### config.mk
export PLATFORM = sky130hd
export DESIGN_NAME = mux3to1_fwd
export DESIGN_NICKNAME = d
export VERILOG_FILES = /design/src/rtl/mux3to1_fwd.sv
export SDC_FILE = /design/constraint.sdc
export NUM_CORES = 1
export LEC_CHECK = 0
export ABC_AREA = 0
export ABC_CLOCK_PERIOD_IN_PS = 3660
export CORE_AREA = 2 2 128 130
export DETAILED_ROUTE_END_ITERATION = 12
export DIE_AREA = 0 0 130 132
export GPL_TIMING_DRIVEN = 0
export PLACE_DENSITY_LB_ADDON = 0.08
export REMOVE_ABC_BUFFERS = 1
export SYNTH_ARGS = -nofsm -noshare
export SYNTH_HDL_FRONTEND = slang
export SYNTH_SLANG_ARGS = --single-unit
### constraint.sdc
create_clock -name clk -period 3.66 [get_ports clk]
set_input_delay 0.732 -clock clk [delete_from_list [all_inputs] [get_ports clk]]
set_output_delay 0.732 -clock clk [all_outputs]
set_load 0.05 [all_outputs]
### src/rtl/mux3to1_fwd.sv
// mux3to1_fwd: 3-to-1 forwarding-path selector for the ALU operand.
//   sel 00 -> A (register file), 01 -> B (EX/MEM), 10 -> C (MEM/WB), 11 -> zero.
// Combinational output plus a one-cycle registered copy with a valid flag,
// and a sticky flag recording any captured use of the illegal select code.
// Optional build macro MUX3TO1_FWD_STATS_EN adds saturating per-source
// usage counters (cnt_a, cnt_b, cnt_c, CNT_W bits each).
module mux3to1_fwd #(
  parameter int WIDTH = 64,
  parameter int CNT_W = 16
) (
  input  logic             clk,
  input  logic             rst,
  input  logic [WIDTH-1:0] A,
  input  logic [WIDTH-1:0] B,
  input  logic [WIDTH-1:0] C,
  input  logic [1:0]       sel,
  input  logic             en,
  input  logic             sel_err_clr,
  output logic [WIDTH-1:0] out,
  output logic [WIDTH-1:0] out_q,
  output logic             out_vld,
`ifdef MUX3TO1_FWD_STATS_EN
  output logic             sel_err,
  output logic [CNT_W-1:0] cnt_a,
  output logic [CNT_W-1:0] cnt_b,
  output logic [CNT_W-1:0] cnt_c
`else
  output logic             sel_err
`endif
);

  logic sel_ill;

  assign sel_ill = (sel == 2'b11);

  // Select the forwarded operand; illegal or unknown select codes fall to
  // the default arm so the output is forced to zero rather than X.
  always_comb begin
    out = '0;
    case (sel)
      2'b00:   out = A;
      2'b01:   out = B;
      2'b10:   out = C;
      default: out = '0;
    endcase
  end

  // Registered copy of the selected value; holds when en is low while the
  // valid flag drops so consumers know the copy is stale.
  always_ff @(posedge clk or posedge rst) begin
    if (rst) begin
      out_q   <= '0;
      out_vld <= 1'b0;
    end else begin
      out_vld <= en;
      if (en) out_q <= out;
    end
  end

  // Sticky illegal-select flag; a new set on the clearing edge wins so a
  // fresh error is never lost.
  always_ff @(posedge clk or posedge rst) begin
    if (rst) begin
      sel_err <= 1'b0;
    end else if (en && sel_ill) begin
      sel_err <= 1'b1;
    end else if (sel_err_clr) begin
      sel_err <= 1'b0;
    end
  end

`ifdef MUX3TO1_FWD_STATS_EN
  // Saturating usage counters, one per legal source; illegal selects count nowhere.
  always_ff @(posedge clk or posedge rst) begin
    if (rst) begin
      cnt_a <= '0;
      cnt_b <= '0;
      cnt_c <= '0;
    end else if (en) begin
      if (sel == 2'b00 && cnt_a != '1) cnt_a <= cnt_a + 1'b1;
      if (sel == 2'b01 && cnt_b != '1) cnt_b <= cnt_b + 1'b1;
      if (sel == 2'b10 && cnt_c != '1) cnt_c <= cnt_c + 1'b1;
    end
  end
`else
  // Width of the usage counters only matters when statistics are built in.
  localparam int CntWUnused = CNT_W;
  logic cnt_w_unused;
  assign cnt_w_unused = (CntWUnused != 0);
`endif

endmodule

==> results of run 1 <==
==> kinds of logic (layout without fill, tap and decap cells) <==
logic type / after synthesis / after routing / share of synthesized area, %
AO/OA/AOI/OAI: 129 / 129 / 22.5
flip-flops: 66 / 66 / 35.6
buffers and inverters: 60 / 352 / 7.17
multiplexers: 64 / 64 / 13.8
AND/OR/NAND/NOR: 130 / 130 / 20.9
==> per-layer routing <==
layer | global-route usage (%) | vias up | part of all wire, % | wire length [um]
li1 | - | 2347 | - | -
met1 | 23.7 | 2362 | 39 | 6800
met2 | 35.3 | 207 | 50 | 8800
met3 | 5.80 | 21 | 8.8 | 1530
met4 | 6.87 | 0 | 1.9 | 338
met5 | 0 | - | 0 | 0
==> synthesized netlist by cell type <==
master / number
buf_1: 1
buf_2: 26
buf_4: 3
buf_6: 1
buf_8: 5
clkbuf_1: 21
dfrtp_1: 66
inv_1: 3
mux2i_1: 64
nand2b_1: 64
nand3_1: 1
nand4b_1: 64
nor2b_1: 1
o211ai_1: 63
o21ai_0: 1
o221ai_1: 1
o2bb2ai_1: 64
==> worst max-delay path: stages <==
cell	delay [ns]
clkbuf_8	0.37
buf_16	0.30
nor2b_4	0.40
buf_12	0.23
o2bb2ai_1	0.13
dlygate4sd2_1	0.55
==> through the flow <==
| step | cells | power (mW) | util (%) | TNS [ns] | hold slack [ns] |
|---|---|---|---|---|---|
| finish | 957 | 2.98 | 51.5 | 0 | 0.505 |
| global route | 957 | 3.12 | 51.5 | 0 | 0.531 |
| CTS | 957 | 3.04 | 52.3 | 0 | 0.512 |
| detailed placement | 941 | 2.26 | 51.1 | -19.58 | 0.492 |
| global placement | 935 | 2.27 | 50.1 | -889.43 | 0.489 |
| floorplan | 392 | 1.60 | - | -35.46 | 0.748 |
==> state kept, by name, summed over array words and instances (netlist names) <==
register	cells
out_q	64
out_vld	1
sel_err	1
==> cell type report <==
type / count / area (um2)
clock inverter: 3 / 15.0
clock buffer: 13 / 250
tap: 216 / 270
fill: 1458 / 7620
multi-input combinational: 323 / 2680
sequential: 66 / 1650
inverter: 3 / 13.8
timing repair buffer: 333 / 3210
==> worst min-delay path by stage <==
stage | slack, ns | cells after the start | to | startpoint
global placement | 0.49 | 2 | out_q[34] | out_q[34]
finish | 0.50 | 2 | out_q[24] | out_q[24]
CTS | 0.51 | 2 | out_q[23] | out_q[23]
floorplan | 0.75 | 2 | sel_err | sel_err
detailed placement | 0.49 | 2 | out_q[39] | out_q[39]
global route | 0.53 | 2 | out_q[41] | out_q[41]
==> power by group through the flow <==
stage,logic (mW),registers [mW],clock network [mW]
detailed placement,1.40,0.868,0
floorplan,0.442,1.15,0
CTS,1.36,0.856,0.820
global route,1.41,0.866,0.850
global placement,1.41,0.864,0
finish,1.34,0.856,0.788
==> layout by cell type (no fill, tap or decap), types with 2 or more instances in the layout <==
cell type          n
o2bb2ai_1         64
clkdlybuf4s50_1  260
nand4b_1          64
dlymetal6s2s_1     8
buf_16             3
clkdlybuf4s15_1    4
inv_1              2
dfrtp_1           66
clkbuf_16          9
clkbuf_8           2
clkbuf_2          43
buf_12             3
dlygate4sd2_1      9
clkbuf_1           3
mux2i_1           64
clkinv_2           3
nand2b_1          63
o211ai_1          63
==> results.txt, run 1 <==
----------------------------------------------------
[Run status]
  Status ... finished clean

[Critical path]
  Reg2reg setup slack ... between 2 and 3 ns
  Critical Path AT ... between 2 and 3 ns
  Worst setup path endpoint ... out[44]
  Category of the most critical setup path ... in2out
  Crit start category ... primary input
  Biggest fanout along the worst timing path ... 66
  Reg2reg path depth ... 2
  Worst R2R Start ... out_q[2]
  Req. time, crit path ... around 2.9 ns
  Reg2reg end ... out_q[2]
  Crit. End Element ... primary output
  Launching element of the worst setup path ... sel[1]

[Power and ir drop]
  Static Leakage ... between 3 and 4 nW
  Psw ... approximately 1.2 mW
  Cell area power density ... 369 mW/mm2
  Combinational fraction of design power ... around 45%
  Fraction of power consumed by the clock network ... a little over a quarter
  Internal portion of total power ... between 1.5 and 2 mW
  Switching portion of total power ... ~40%
  Share of total power in sequential cells ... 28.7%
  Worst vdd ir ... roughly 200 uV

[Global routing]
  GRT Overall Usage ... roughly 20%
  Antenna violations before repair ... 0
  First-pass GRT wire length ... 27500 um
  Largest net degree at the start of global routing ... 74
  Number of global-route vias before repair ... between 5000 and 6000
  Remaining Overflow, GRT ... 0

[Clocking]
  Clk root buf ... clkbuf_16
  Number of hold-repair buffers added at the cts stage ... 0
  Number of levels the H-tree was split into ... 3
  CTS sink cnt ... 66
  Post-cts resize count ... 57
  Number of buffers inserted during clock tree synthesis ... 9
  CTS tree ... built
  Worst skew pair latency ... between 0.3 and 0.4 ns
  Clock transition at path regs ... roughly 0.050 ns
  Post-CTS Setup Inserts ... 0
  Deepest clock path buffer count ... 2

[Yosys]
  Number of warnings issued by yosys ... 0
  Post-synth cell types ... 17
  Seq cells post-synth ... 66
  Cell count after synthesis ... about 450
  Area share of the largest cell type after synthesis ... a little over a third
  Seq/Total Area, Yosys ... 35.6%
  Synth area leader ... dfrtp_1
  Syn Std Cell Area ... 0.00464 mm2
  Mean instance size in the synthesized netlist ... 10.3 um2
  Synth top area cells ... dfrtp_1, mux2i_1, nand4b_1

[Placed design]
  Port buffer count ... 327
  Dpl cell area ... between 0.008 and 0.009 mm2
  Half-perimeter wire length of the detailed placement result ... around 13000 um
  Final estimated routing congestion in global placement ... approximately 0.74
  Pre-CTS setup slack ... -0.375 ns

[Timing]
  Slew at the pin closest to its max-slew limit ... about 0.80 ns
  Max Clk Rate ... between 200 and 300 MHz
  Worst Setup Slack, final ... between 0.1 and 0.15 ns
  Final period demand of the worst path ... about 3.5 ns
  Ratio of final minimum period to clock period ... between 90% and 100%
  Unrepaired setup endpoints after global routing ... no
  # setup viols final ... 0
  Hold violation total from the final report ... 0
  Final slew viol count ... 0
  Worst rel slew slack ... a little under half
  Setup clock skew after layout ... 0 ns

[Final layout]
  Finished layout cell area ... roughly 0.0081 mm2
  Fraction of final layout cells sized beyond drive strength 1 ... 9.18%
  Antenna diode instance count ... 0
  Nets ... between 900 and 1000
  Layout area overhead ... 74.1%

[Route]
  Number of nets with antenna violations after routing ... 0
  Wirelength, routed ... between 15000 and 20000 um
  Total number of vias ... 4937
  Router iterations before antenna repair ... 4
  Drt initial violations ... 160
  Drt wl/cell ... about 18 um
  Detailed-route DRC error count ... 0
  Vias per Instance ... 5.16

[Worst hold path]
  Classification of the worst-slack hold path ... reg2reg

[Floorplan]
  X dimension of the die ... ~130 um
  # IOs ... 328
  Initial cell density of the core ... 29.6%
  Die Outline Area ... 0.0172 mm2
  Total number of placement rows ... 46
  Vertical extent of the die ... about 130 um
  Core footprint ... between 0.015 and 0.02 mm2

[Run]
  Count of max-cap constraint violations ... 0

----------------------------------------------------
No activity file was read; power rests on OpenSTA's default activity.
==> run 2, diff against run 1 <==
CELL_PAD_IN_SITES_DETAIL_PLACEMENT = 0   (was not set)
CELL_PAD_IN_SITES_GLOBAL_PLACEMENT = 1   (was not set)
CORE_AREA = not set   (was 2 2 128 130)
CORE_MARGIN = 2   (was not set)
CORE_UTILIZATION = 27   (was not set)
DIE_AREA = not set   (was 0 0 130 132)
==> run 2 against run 1 <==
Register-to-register slack better by 0.03 ns. Sequential cell count is the same. Utilization down 2.6 points. Worst setup slack worse by 0.024 ns. Sequential power barely moved. Die area is 6.5% higher. Clock skew unchanged. Sequential share of layout area is 0.19 points lower. Critical path type unchanged. Largest power group unchanged. Highest routed layer unchanged.
==> results.txt, run 2 (synthesis gave the netlist of run 1 again) <==
----------------------------------------------------
[Worst hold path]
  Classification of the worst-slack hold path ... reg2reg

[Power and ir drop]
  Fraction of power consumed by the clock network ... 27.3% (+0.9 points)
  Switching portion of total power ... 39.3% (-0.46 points)
  Internal portion of total power ... 1.84 mW (+2.4%)
  Share of total power in sequential cells ... 28.2% (-0.5 points)
  Worst vdd ir ... 219 uV (+12%)
  Cell area power density ... 371 mW/mm2 (+0.70%)
  Static Leakage ... 3.22 nW (-0.56%)
  Combinational fraction of design power ... 44.6% (-0.3 points)
  Power, Total ... 3.03 mW (+1.7%)
  Psw ... 1.19 mW (+0.49%)

[Final layout]
  Regs by FF count ... out_q (64), out_vld (1), sel_err (1)
  Most frequent cells in the layout ... clkdlybuf4s50_1, dfrtp_1, mux2i_1, o2bb2ai_1, nand4b_1
  Antenna diode instance count ... 0 (unchanged)
  Nets ... 934 (unchanged)
  Fraction of final layout cells sized beyond drive strength 1 ... 7.83% (-1.3 points)
  Layout area overhead ... 75.8%
  Max reg flops ... 64 (unchanged)
  Register with the highest flop count ... out_q
  Most frequent standard cell in the layout excluding fill and tap cells ... clkdlybuf4s50_1

[Floorplan]
  # IOs ... 328 (unchanged)
  Die Outline Area ... 0.0183 mm2 (+6.5%)
  Initial cell density of the core ... 27.8% (-1.7 points)
  Vertical extent of the die ... 135 um (+2.4%)
  Core footprint ... 0.0167 mm2 (+6.3%)
  X dimension of the die ... 135 um (+4.0%)
  Total number of placement rows ... 47 (+2.2%)

[Clocking]
  CTS tree ... built
  Number of hold-repair buffers added at the cts stage ... 0 (unchanged)
  Deepest clock path buffer count ... 2 (unchanged)
  Clk root buf ... clkbuf_16
  Number of buffers inserted during clock tree synthesis ... 9 (unchanged)
  CTS sink cnt ... 66 (unchanged)
  Number of levels the H-tree was split into ... 3 (unchanged)
  Worst skew pair latency ... 0.32 ns (about the same)
  Clock transition at path regs ... 0.06 ns (about the same)

[Timing]
  # setup viols final ... 0 (unchanged)
  Worst rel slew slack ... 46.3% (-0.39 points)
  Final slew viol count ... 0 (unchanged)
  Hold WS ... 0.503 ns (-0.00210 ns)
  Slew at the pin closest to its max-slew limit ... 0.806 ns (+0.00584 ns)
  Setup TNS ... 0 ns (unchanged)
  Final period demand of the worst path ... 3.56 ns (+0.0236 ns)
  Hold violation total from the final report ... 0 (unchanged)
  Max Clk Rate ... 281 MHz (-0.66%)
  Setup clock skew after layout ... 0 ns (unchanged)
  Ratio of final minimum period to clock period ... 97.3% (+0.65 points)
  Worst Setup Slack, final ... 0.0997 ns (-0.0236 ns)
  Unrepaired setup endpoints after global routing ... no

[Global routing]
  Number of global-route vias before repair ... 4974 (-1.7%)
  Largest net degree at the start of global routing ... 100 (+35%)
  GRT Overall Usage ... 19.4% (-0.85 points)
  First-pass GRT wire length ... 27800 um (+0.75%)
  Antenna violations before repair ... 0 (unchanged)
  Remaining Overflow, GRT ... 0 (unchanged)

[Critical path]
  Biggest fanout along the worst timing path ... 69 (+4.5%)
  Crit. End Element ... primary output
  Slowest cell delay on critical path ... 0.52 ns (-0.03 ns)
  Master of the slowest instance on the critical path ... clkdlybuf4s15_1
  Req. time, crit path ... 2.93 ns (about the same)
  Category of the most critical setup path ... in2out
  Crit start category ... primary input
  Worst-path cell chain ... buf_6 -> buf_16 -> nor2b_4 -> buf_12 -> o2bb2ai_1 -> clkdlybuf4s15_1
  Critical Path AT ... 2.83 ns (+0.03 ns)

[Route]
  Number of nets with antenna violations after routing ... 0 (unchanged)
  Router iterations before antenna repair ... 4 (unchanged)
  Wirelength, routed ... 18500 um (+5.7%)
  Drt initial violations ... 249 (+56%)
  Vias per Instance ... 5.18 (+0.33%)
  Total number of vias ... 4974 (+0.75%)
  Drt wl/cell ... 19.2 um (+5.3%)
  Detailed-route DRC error count ... 0 (unchanged)

[Run]
  Count of max-cap constraint violations ... 0 (unchanged)

[Placed design]
  Port buffer count ... 327 (unchanged)
  Pre-CTS setup slack ... -0.431 ns (-0.0559 ns)
  Final estimated routing congestion in global placement ... 0.751 (+1.9%)
  Half-perimeter wire length of the detailed placement result ... 13200 um (+4.4%)

[Run status]
  Status ... finished clean

----------------------------------------------------
==> run 2: cell count changes in the layout (fill, tap and decap cells not counted) <==
| cell | change |
|---|---|
| clkinv_2 | -1 |
| dlymetal6s2s_1 | -2 |
| clkdlybuf4s15_1 | +17 |
| clkbuf_8 | +1 |
| buf_6 | +1 |
| clkbuf_1 | -1 |
| clkbuf_2 | -11 |
| dlygate4sd2_1 | -4 |
==> run 2: layout make-up <==
class	count	area, um2
Inverter	3	13.8
Clock inverter	2	10.0
Clock buffer	14	274
Multi-Input combinational cell	323	2680
Fill cell	1534	8540
Timing Repair Buffer	333	3260
Sequential cell	66	1650
Tap cell	220	275
==> run 2: worst paths after layout <==
check / end / cells past startpoint / startpoint / slack, ns
setup / recovery: out[1] / 6 / sel[1] / 0.1
setup reg to reg: out_q[0] / 2 / out_q[0] / 2.95
hold reg to reg: out_q[48] / 2 / out_q[48] / 0.50
hold / removal: out_q[48] / 2 / out_q[48] / 0.50
min in group asynchronous: out_q[19] / 2 / rst / 0.78
max in group asynchronous: out_q[37] / 3 / rst / 2.32
==> run 2: power groups by stage <==
stage               Combinational (mW)  Clock, mW  Sequential, mW
CTS                               1.37      0.858           0.855
global route                      1.42      0.884           0.864
finish                            1.35      0.827           0.855
detailed placement                1.40          0           0.867
floorplan                        0.442          0            1.15
global placement                  1.42          0           0.864
==> run 2: what timing repair did <==
action                     4_1_cts  5_1_grt
setup endpoints to repair       64       59
gates resized for setup         59       91
setup buffers                    0        0
pin swaps                        0        0
==> run 2: stage by stage <==
step / std cells / cell area [um2] / util [%]
6_report: 961 / 8160 / 48.9
2_1_floorplan: 392 / 4320 / -
3_3_place_gp: 939 / 7870 / 47.1
3_5_place_dp: 945 / 8030 / 48.1
4_1_cts: 961 / 8240 / 49.4
5_1_grt: 961 / 8160 / 48.9
==> run 2: layer usage <==
layer  vias up  routed length [um]  GRT usage, %
li1       2342                   -             -
met1      2379                7620          23.9
met2       239                8940          33.6
met3        14                1690          5.46
met4         0                 225          4.98
met5         -                   0             0
==> run 2: critical path: cells and delay by family <==
family | cells | cell delay [ns]
compound gates | 1 | 0.14
buf+inv | 4 | 1.45
simple gates | 1 | 0.41
==> run 3, diff against run 2 <==
ABC_CLOCK_PERIOD_IN_PS = 4200   (was 3660)
CORE_MARGIN = 5   (was 2)
clock period = 4.2 ns   (was 3.66 ns; I/O delays follow)
==> run 3 against run 2 <==
Critical path depth is 1 higher. Final area is 2.6% higher. Sequential share of layout area is 0.51 points lower. Via count is 0.30% lower. Sequential cell count stayed put. Combinational power is 9.6% lower. Utilization is 0.23 points higher. Wire length is 1.8% higher. Register-to-register slack better by 0.54 ns. Highest routed layer unchanged.
==> results.txt, run 3 (synthesis gave the netlist of run 1 again) <==
----------------------------------------------------
[Critical path]
  Master of the slowest instance on the critical path ... clkdlybuf4s50_1
  Crit start category ... primary input
  Critical Path AT ... 3.12 ns (+0.29 ns)
  Slowest cell delay on critical path ... 0.86 ns (+0.34 ns)
  Worst-path cell chain ... buf_6 -> buf_16 -> nor2b_4 -> buf_12 -> buf_16 -> o2bb2ai_1 -> clkdlybuf4s50_1
  Crit. End Element ... primary output
  Req. time, crit path ... 3.36 ns (+0.43 ns)
  Biggest fanout along the worst timing path ... 77 (+12%)
  Reg2reg end ... out_q[61]
  Top cell by count, worst path ... buf_16
  Category of the most critical setup path ... in2out
  Reg2reg setup slack ... 3.49 ns (+0.54 ns)
  Reg2reg path depth ... 2 (unchanged)
  Worst R2R Start ... out_q[61]

[Placed design]
  Pre-CTS setup slack ... -0.317 ns (+0.114 ns)
  Dpl cell area ... 0.00804 mm2 (+0.17%)
  Final estimated routing congestion in global placement ... 0.804 (+7.0%)
  Half-perimeter wire length of the detailed placement result ... 13600 um (+3.0%)
  Port buffer count ... 327 (unchanged)
  DP Cell Count ... 950 (+0.53%)

[Final layout]
  Antenna diode instance count ... 0 (unchanged)
  Layout area overhead ... 80.4%
  Finished layout cell area ... 0.00838 mm2 (+2.6%)
  Fillers ... 1591 (+3.7%)
  Nets ... 937 (+0.32%)
  Most frequent standard cell in the layout excluding fill and tap cells ... clkdlybuf4s50_1
  Final core utilization ... 49.1% (+0.23 points)
  Max reg flops ... 64 (unchanged)
  Regs by FF count ... out_q (64), out_vld (1), sel_err (1)
  Most frequent cells in the layout ... clkdlybuf4s50_1, dfrtp_1, mux2i_1, o2bb2ai_1, nand4b_1
  Fraction of final layout cells sized beyond drive strength 1 ... 3.90% (-3.9 points)
  Final Non-Filler Cells ... 969 (+0.83%)
  Register with the highest flop count ... out_q

[Timing]
  Unrepaired setup endpoints after global routing ... no
  Final period demand of the worst path ... 3.96 ns
  Setup TNS ... 0 ns (unchanged)
  Final slew viol count ... 0 (unchanged)
  Max Clk Rate ... around 250 MHz
  Worst rel slew slack ... 45.1% (-1.2 points)
  Slew at the pin closest to its max-slew limit ... 0.824 ns (+0.0181 ns)
  Ratio of final minimum period to clock period ... about 94%
  Setup clock skew after layout ... 0 ns (unchanged)
  Worst Setup Slack, final ... 0.240 ns (+0.140 ns)
  Hold WS ... 0.501 ns (-0.00194 ns)
  # setup viols final ... 0 (unchanged)
  Hold violation total from the final report ... 0 (unchanged)

[Route]
  Router iterations before antenna repair ... 4 (unchanged)
  Total number of vias ... 4959 (-0.30%)
  Vias per Instance ... 5.12 (-1.1%)
  Wirelength, routed ... 18800 um (+1.8%)
  Drt wl/cell ... 19.4 um (+0.94%)
  Detailed-route DRC error count ... 0 (unchanged)
  Drt initial violations ... 191 (-23%)
  Number of nets with antenna violations after routing ... 0 (unchanged)

[Global routing]
  Largest net degree at the start of global routing ... 78 (-22%)
  GRT Overall Usage ... 18.0% (-1.4 points)
  Remaining Overflow, GRT ... 0 (unchanged)
  Antenna violations before repair ... 0 (unchanged)
  Number of global-route vias before repair ... 5060 (+1.7%)
  First-pass GRT wire length ... 28600 um (+2.9%)

[Floorplan]
  Initial cell density of the core ... 27.2% (-0.58 points)
  Die Outline Area ... 0.0199 mm2 (+9.1%)
  Total number of placement rows ... 48 (+2.1%)
  Core footprint ... 0.0171 mm2 (+2.1%)
  X dimension of the die ... 141 um (+4.4%)
  Vertical extent of the die ... 141 um (+4.4%)
  # IOs ... 328 (unchanged)

[Power and ir drop]
  Cell area power density ... 321 mW/mm2 (-14%)
  Static Leakage ... 3.13 nW (-2.9%)
  Worst vdd ir ... 178 uV (-19%)
  Power, Total ... 2.69 mW (-11%)

[Clocking]
  Number of hold-repair buffers added at the cts stage ... 0 (unchanged)
  Number of buffers inserted during clock tree synthesis ... 9 (unchanged)
  CTS tree ... built
  Clock transition at path regs ... 0.05 ns (about the same)
  Deepest clock path buffer count ... 2 (unchanged)
  Number of levels the H-tree was split into ... 3 (unchanged)
  Worst skew pair latency ... 0.33 ns (about the same)
  CTS sink cnt ... 66 (unchanged)
  Clk root buf ... clkbuf_16

[Worst hold path]
  Hold Path Sink ... out_q[24]
  Worst hold path depth ... 2 (unchanged)
  Classification of the worst-slack hold path ... reg2reg
  Source of the worst hold timing path ... out_q[24]

[Run]
  Count of max-cap constraint violations ... 0 (unchanged)

[Run status]
  Status ... finished clean

----------------------------------------------------
[run 3: cell count changes in the layout (fill, tap and decap cells not counted), moves of 5 or more]
cell             change
clkdlybuf4s50_1     +64
clkbuf_2            -32
clkdlybuf4s15_1     -21
dlymetal6s2s_1       -6
dlygate4sd2_1        -5
[run 3: layout make-up]
type                       instances  area, um2  area share [%]
multi-input combinational        323       2680            31.9
inverter                           3       13.8           0.164
sequential                        66       1650            19.7
tap                              225        282            3.36
timing repair buffer             336       3470            41.4
clock inverter                     2       10.0           0.119
clock buffer                      14        274            3.27
[run 3: how the worst max path moves through the flow]
stage / start / endpoint / slack (ns)
finish: sel[1] / out[20] / 0.24
global route: sel[1] / out[20] / 0.11
CTS: sel[1] / out[20] / 0.08
detailed placement: sel[1] / out[33] / -0.32
global placement: sel[0] / out[50] / -9.72
floorplan: sel[0] / out[0] / -0.23
[run 3: worst max-delay path: cells and delay by family]
kind                   cells  cell delay, ns
and+or+nand+nor            1            0.28
AOI/OAI and AO/OA          1            0.12
buffers and inverters      5            1.81
[run 3: power by group]
group	switching (mW)	leakage, nW	total (mW)	internal [mW]
sequential	0.0379	0.834	0.745	0.707
combinational	0.726	2.15	1.22	0.493
clock	0.277	0.143	0.723	0.446
total	1.04	3.13	2.69	1.65
[run 3: routing by layer]
layer	GRT usage [%]	wire, um	vias up
met2	30.3	9240	233
met5	0	0	-
met3	6.07	1960	20
met1	21.4	7250	2352
li1	-	-	2354
met4	6.27	343	0
[run 3: what timing repair did]
item	CTS	global route
endpoints found under the setup margin	64	16
buffers inserted	3	0
gates resized for setup	0	1
